**src/rtl/rr_arbiter8.sv**
```systemverilog
// rr_arbiter8 - eight-way round-robin arbiter for a shared one-hot resource.
//
// A winner is picked from the request vector by scanning upward from a
// rotating pointer. The grant is held until the winner drops its request or
// until it has held the resource for MAX_HOLD cycles. Every release is
// followed by at least one idle cycle (break-before-make).
//
// Ports:
//   clk        rising-edge clock
//   rst        asynchronous active-high reset
//   en         arbitration enable; gates new grants only
//   req[7:0]   level-sensitive request vector, bit i = requester i
//   gnt[7:0]   one-hot grant, decode of gnt_id, zero when idle
//   gnt_id     binary index of the current (or last) grantee
//   gnt_valid  high while a grant is active
//   timeout    one-cycle pulse after a grant is preempted by MAX_HOLD
module rr_arbiter8 #(
  parameter int MAX_HOLD = 16,
  parameter int CNT_W    = $clog2(MAX_HOLD) + 1
) (
  input  logic       clk,
  input  logic       rst,
  input  logic       en,
  input  logic [7:0] req,
  output logic [7:0] gnt,
  output logic [2:0] gnt_id,
  output logic       gnt_valid,
  output logic       timeout
);

  localparam logic [0:0] IDLE  = 1'b0;
  localparam logic [0:0] GRANT = 1'b1;

  logic [0:0]       state;
  logic [2:0]       ptr;
  logic [CNT_W-1:0] hold_cnt;
  logic [2:0]       pick;
  logic             pick_found;
  logic [2:0]       scan_idx;

  // Scan ptr, ptr+1, ... ptr+7 (mod 8). Walking the offsets from far to near
  // lets the nearest set request overwrite any farther one, so the result is
  // the first hit in round-robin order.
  always_comb begin
    pick       = 3'd0;
    pick_found = 1'b0;
    scan_idx   = 3'd0;
    for (int k = 7; k >= 0; k--) begin
      scan_idx = ptr + 3'(k);
      if (req[scan_idx]) begin
        pick       = scan_idx;
        pick_found = 1'b1;
      end
    end
  end

  // Arbitration state machine. All outputs are registered here; release
  // advances the pointer past the previous winner so it gets lowest priority.
  always_ff @(posedge clk or posedge rst) begin
    if (rst) begin
      state     <= IDLE;
      ptr       <= 3'd0;
      hold_cnt  <= '0;
      gnt       <= 8'd0;
      gnt_id    <= 3'd0;
      gnt_valid <= 1'b0;
      timeout   <= 1'b0;
    end else begin
      timeout <= 1'b0;
      case (state)
        IDLE: begin
          if (en && pick_found) begin
            gnt_id    <= pick;
            gnt       <= 8'b1 << pick;
            gnt_valid <= 1'b1;
            hold_cnt  <= CNT_W'(1);
            state     <= GRANT;
          end
        end
        GRANT: begin
          if (!req[gnt_id] || (hold_cnt == CNT_W'(MAX_HOLD))) begin
            // Preemption is only flagged when the holder still wants the bus.
            timeout   <= req[gnt_id];
            gnt       <= 8'd0;
            gnt_valid <= 1'b0;
            hold_cnt  <= '0;
            ptr       <= gnt_id + 3'd1;
            state     <= IDLE;
          end else begin
            hold_cnt <= hold_cnt + CNT_W'(1);
          end
        end
        default: begin
          state <= IDLE;
        end
      endcase
    end
  end

endmodule

```
**config.mk**
```make
export PLATFORM = sky130hd
export DESIGN_NAME = rr_arbiter8
export DESIGN_NICKNAME = d
export VERILOG_FILES = /design/src/rtl/rr_arbiter8.sv
export SDC_FILE = /design/constraint.sdc
export NUM_CORES = 1
export LEC_CHECK = 0
export ABC_CLOCK_PERIOD_IN_PS = 4000
export BUFFER_PORTS_ARGS = -buffer_cell sky130_fd_sc_hd__buf_4
export CAP_MARGIN = 40
export CORE_ASPECT_RATIO = 0.75
export CORE_UTILIZATION = 28
export CTS_CLUSTER_DIAMETER = 60
export CTS_CLUSTER_SIZE = 14
export DETAILED_ROUTE_END_ITERATION = 8
export PLACE_DENSITY = 0.54
export SKIP_CTS_REPAIR_TIMING = 1
export SLEW_MARGIN = 40
export SYNTH_ARGS = -nofsm -noshare
export SYNTH_HDL_FRONTEND = slang
export SYNTH_SLANG_ARGS = --single-unit
```
**constraint.sdc**
```tcl
create_clock -name clk -period 4 [get_ports clk]
set_input_delay 0.8 -clock clk [delete_from_list [all_inputs] [get_ports clk]]
set_output_delay 0.8 -clock clk [all_outputs]
set_load 0.005 [all_outputs]
```
==> out/qor.yml, run 1 <==
detailed_routing:
  dr.pass1.iters: 4
  vias: 1654
  wire_per_inst_microns: 16.29
  drc: 0
  wirelength_mm: 4.855
  postRouteAntennaNets: 0
  vias_per_cell: 5.550
  first_iter_violations: 74
placed_design:
  port_buffers: 23
  dp_hpwl_mm: 3.657
  finalWeightedCongestion: 0.8213
floorplanning:
  chipWidth_microns: 99.43
  core_sq_um: 6832
  die_area_sq_um: 7463
  start_util_pct: 29.18
  fp.dieH_microns: 75.07
  io_pins: 24
  num_rows: 26
setup_path:
  critPathLaunchType: "register"
  cp_data_required_time_ns: 4.15
  path_buf_inv: 2
  cpMaxStageDelayCell: "ha_1"
  worstPathArrival_ns: 3.27
  slowest_delay_ns: 0.63
  worstPathCellList: "inv_1, ha_1, mux4_2, mux2_2, o31ai_1, a2bb2oi_1, inv_1, a32o_1"
  end_kind: "register"
  crit_family: "compound AO/OA/AOI/OAI gates"
  path_max_fanout: 12
  timing_worst_setup_path_type: "reg -> reg"
  crit_path_frequent_cell: "inv_1"
grt:
  overflow: 0
  grt_max_degree: 23
  grt_pass1_vias: 1593
  grt_pass1_wl_mm: 8.459
  antenna_found_initial: 0
  track_usage_pct: 14.31
synth:
  synth_top_cells_by_count: "dfrtp_1 (22), inv_1 (13), nand2_1 (13)"
  syn_area_per_cell_sq_um: 10.27
  ys.flop_type: "dfrtp_1"
  synth_most_common_cell: "dfrtp_1"
  async_flop_share_pct: 100.0
  ys_seq_area_share_pct: 27.62
  synth_edf_count: 0
  synth-seq-cells: 22
  synth_warnings: 0
  syn_nets: 210
  synthesis.instances: 194
  yosys.cell_types.count: 51
  synth_top_cell_area_share_pct: 27.62
  synth_area_leaders: "dfrtp_1 (28%), mux4_2 (11%), mux2i_1 (5.0%)"
  yosysTopAreaCell: "dfrtp_1"
  synth_area_sq_um: 1993
clock_tree:
  numCtsBuffers: 3
  cts_tree: "built"
  clk_latency_ns: 0.26
  clock-sinks: 22
  cts.reportedPaths.clkPinSlew_ns: 0.08
  cts_buffer_depth: 2
  cts_max_level: 1
  root_buffer: "clkbuf_8"
layout:
  antennaDiodeCount: 0
  area_growth_pct: 14.63
  fillers: 705
  nNetsFinal: 232
  drive_gt1_share_pct: 27.10
timing:
  slew_headroom_pct: 52.93
  fin_crit_ns: 3.123
  fin_skew_ns: 0.004330
  worst_slew_pin_slew_ns: 0.7060
  maxClockFrequency_ghz: 0.3202
  rsz0062_at_grt: "false"
  finalSetupViolCount: 0
  setup_tns_ns: 0
  report.final.slew_viol_count: 0
  finalHoldViolations: 0
  period_share_pct: 78.08
power:
  p_leak_uw: 0.0009800
  power_uw: 2125
  power_per_cell_area_nw_per_um2: 930.1
  vdd_drop_max_mv: 0.2654
min_path:
  hp-class: "reg -> reg"
job:
  cap_violations: 0
outcome:
  outcome: "complete, no violations"
cells in the final DEF (no fill, tap or decap), drive strengths merged, types with 7 or more instances in the layout:
cell	count
a21oi	7
buf	25
dfrtp	22
inv	13
mux2	9
mux2i	10
mux4	13
nand2	13
nor2	11
o21ai	10
metal layers:
layer | global-route usage, % | routed length, microns | vias up | part of all wire (%)
met5 | 0 | 0 | - | 0
met4 | 0.8170 | 15 | 0 | 0.31
met3 | 3.343 | 303 | 2 | 6.2
met2 | 21.14 | 2057 | 52 | 42
met1 | 22.02 | 2479 | 799 | 51
li1 | - | - | 801 | -
registers in the layout (all words and copies together), names as in the netlist:
signal and count:
gnt 8, gnt_id 3, gnt_valid 1, hold_cnt 5, ptr 3, state 1
timeout 1
area by class of cell:
cell class              instances  area, sq um  share of cell area, %
multi-input cells             151         1351                  59.15
flip-flops and latches         22        550.5                  24.10
repair buffers                 25        187.7                  8.215
well taps                      84        105.1                  4.600
inverters                      13        48.80                  2.136
clock buffers                   3        41.29                  1.807
through the flow:
| step | hold WS [ns] | instance area, sq um | std cells | worst slack, ns | util [%] |
|---|---|---|---|---|---|
| 6_report | 0.4986 | 2285 | 298 | 0.8768 | 33.44 |
| 5_1_grt | 0.5282 | 2285 | 298 | 0.5958 | 33.44 |
| 4_1_cts | 0.5047 | 2285 | 298 | 0.8946 | 33.44 |
| 3_5_place_dp | 0.4833 | 2243 | 295 | 0.7145 | 32.84 |
| 3_3_place_gp | 0.4852 | 2243 | 295 | 0.6621 | 32.84 |
| 2_1_floorplan | 0.4794 | 1993 | 194 | 0.6512 | - |
power breakdown:
part / internal, uW / total [uW] / switching, uW
combinational: 703 / 1600 / 894
clock: 67.1 / 136 / 69.1
sequential: 292 / 392 / 100
cell families after synthesis:
family	Yosys count	synth area share [%]
compound gates	54	21.28
xor+xnor	5	2.197
fa+ha+maj	5	3.139
buf+inv	21	4.583
flops	22	27.62
mux	32	25.55
simple gates	55	15.63
path summary, 6_finish.rpt:
| check | from | end | slack [ns] | cells after the start |
|---|---|---|---|---|
| max in group asynchronous | rst | ptr[0] | 3.13 | 2 |
| min | gnt[5] | gnt[5] | 0.50 | 1 |
| max reg2reg | ptr[1] | gnt[1] | 0.88 | 8 |
| min reg2reg | gnt[5] | gnt[5] | 0.50 | 1 |
| min in group asynchronous | rst | gnt_id[2] | 0.56 | 2 |
| max | ptr[1] | gnt[1] | 0.88 | 8 |
Power figures use the tool's default switching activity.
==> run 2, diff against run 1 <==
- ABC_CLOCK_PERIOD_IN_PS: 4000 -> 3300
- clock period: 4 -> 3.3 ns (I/O delays scaled with it)
==> out/qor.yml, run 2 (synthesis results as in run 1) <==
outcome:
  outcome: "complete, no violations"
timing:
  fin_crit_ns: 3.057
  finalHoldViolations: 0
  setup_tns_ns: 0
  worst_hold_slack_ns: 0.4120
  rsz0062_at_grt: "false"
  maxClockFrequency_ghz: 0.3271
  period_share_pct: 92.64
  slew_headroom_pct: 52.31
  report.final.slew_viol_count: 0
  finalSetupViolCount: 0
  worst_slew_pin_slew_ns: 0.7153
  fin_skew_ns: 0.003572
floorplanning:
  fp.dieH_microns: 75.07
  num_rows: 26
  die_area_sq_um: 7463
  start_util_pct: 29.18
  io_pins: 24
  core_sq_um: 6832
  chipWidth_microns: 99.43
layout:
  area_growth_pct: 15.00
  antennaDiodeCount: 0
  nNetsFinal: 233
  layout_commonest_cell: "buf_4"
  largest_register_ffs: 8
  drive_gt1_share_pct: 27.44
  mostFrequentLayoutCells: "buf_4 (26), dfrtp_1 (22), nand2_1 (13)"
  top_register: "gnt"
  largestRegisters: "gnt: 8 flops, hold_cnt: 5 flops"
power:
  netSwitchingFraction_pct: 49.68
  power.internal_uw: 1294
  clockPowerShare_pct: 6.6
  power_per_cell_area_nw_per_um2: 1122
  p_sw_uw: 1278
  vdd_drop_max_mv: 0.3153
  power_frac_comb_pct: 74.9
  p_seq_share_pct: 18.5
  p_leak_uw: 0.0009846
setup_path:
  critPathLaunchType: "register"
  path_buf_inv: 2
  cpMaxStageDelayCell: "ha_1"
  worstPathArrival_ns: 3.21
  worstPathCellList: "inv_1, ha_1, mux2_2, nor3_1, a211oi_2, nor4_1, a2bb2oi_1, inv_1, a32o_1"
  cp_data_required_time_ns: 3.45
  timing_worst_setup_path_type: "reg -> reg"
  end_kind: "register"
  slowest_delay_ns: 0.61
  crit_family: "compound AO/OA/AOI/OAI gates"
  crit_path_frequent_cell: "inv_1"
  path_max_fanout: 12
clock_tree:
  clock-sinks: 22
  root_buffer: "clkbuf_8"
  cts_buffer_depth: 2
  cts_tree: "built"
  clk_latency_ns: 0.26
  numCtsBuffers: 3
  cts.reportedPaths.clkPinSlew_ns: 0.08
  cts_max_level: 1
detailed_routing:
  vias_per_cell: 5.522
  postRouteAntennaNets: 0
  drc: 0
  dr.pass1.iters: 4
  wire_per_inst_microns: 16.18
  wirelength_mm: 4.837
  vias: 1651
  first_iter_violations: 157
grt:
  grt_pass1_wl_mm: 8.148
  track_usage_pct: 13.96
  grt_pass1_vias: 1554
  grt_max_degree: 23
  antenna_found_initial: 0
  overflow: 0
placed_design:
  dp_hpwl_mm: 3.638
  finalWeightedCongestion: 0.8940
  port_buffers: 23
job:
  cap_violations: 0
min_path:
  hp-class: "in -> async"
==> run 2: changes by cell type in the layout (fill, tap and decap cells not counted) <==
cell,change
buf_4,+1
==> run 2: path summary, 6_finish.rpt <==
path	endpoint	slack, ns	start	depth (start not counted)
setup / recovery	gnt[1]	0.24	ptr[0]	9
hold / removal	gnt_id[2]	0.41	rst	2
setup reg to reg	gnt[1]	0.24	ptr[0]	9
hold reg to reg	gnt[4]	0.49	gnt[4]	1
max in group asynchronous	hold_cnt[0]	2.57	rst	2
min in group clk	gnt[4]	0.49	gnt[4]	1
==> run 2: layout make-up <==
type / instances / area (sq um)
clock buffers: 3 / 41.29
fillers: 690 / 4539
inverters: 13 / 48.80
multi-input cells: 151 / 1351
flip-flops and latches: 22 / 550.5
well taps: 84 / 105.1
repair buffers: 26 / 195.2
==> run 2: worst register-to-register path, delay by kind of cell, from the launching register on <==
family / cells / cell delay, ns
AOI/OAI and AO/OA: 3 / 0.86
adders and majority gates: 1 / 0.62
and+or+nand+nor: 2 / 0.53
muxes: 1 / 0.41
DFF: 1 / 0.34
buffers and inverters: 2 / 0.21
==> run 2: stage by stage <==
step / cells / power, uW / setup WS [ns] / util, % / instance area [sq um]
after global routing: 299 / 2806 / 0.01975 / 33.55 / 2292
after floorplan: 194 / 1970 / 0.06979 / - / 1994
after global placement: 296 / 2407 / 0.1558 / 32.95 / 2251
after CTS: 299 / 2567 / 0.2660 / 33.55 / 2292
after detailed placement: 296 / 2386 / 0.2158 / 32.95 / 2251
final: 299 / 2572 / 0.2430 / 33.55 / 2292
==> run 2: layer usage <==
layer	GRT usage (%)	wire (microns)	share of wire (%)
met5	0	0	0
met4	0.4902	0	0
met3	3.157	262	5.4
met2	20.91	2091	43
met1	21.46	2483	51
==> run 2: power groups by stage <==
stage | Sequential [uW] | Combinational (uW) | Clock (uW)
2_1_floorplan | 431 | 1540 | 0
3_3_place_gp | 484 | 1920 | 0
3_5_place_dp | 482 | 1900 | 0
4_1_cts | 477 | 1910 | 176
5_1_grt | 499 | 2120 | 189
6_report | 476 | 1930 | 169
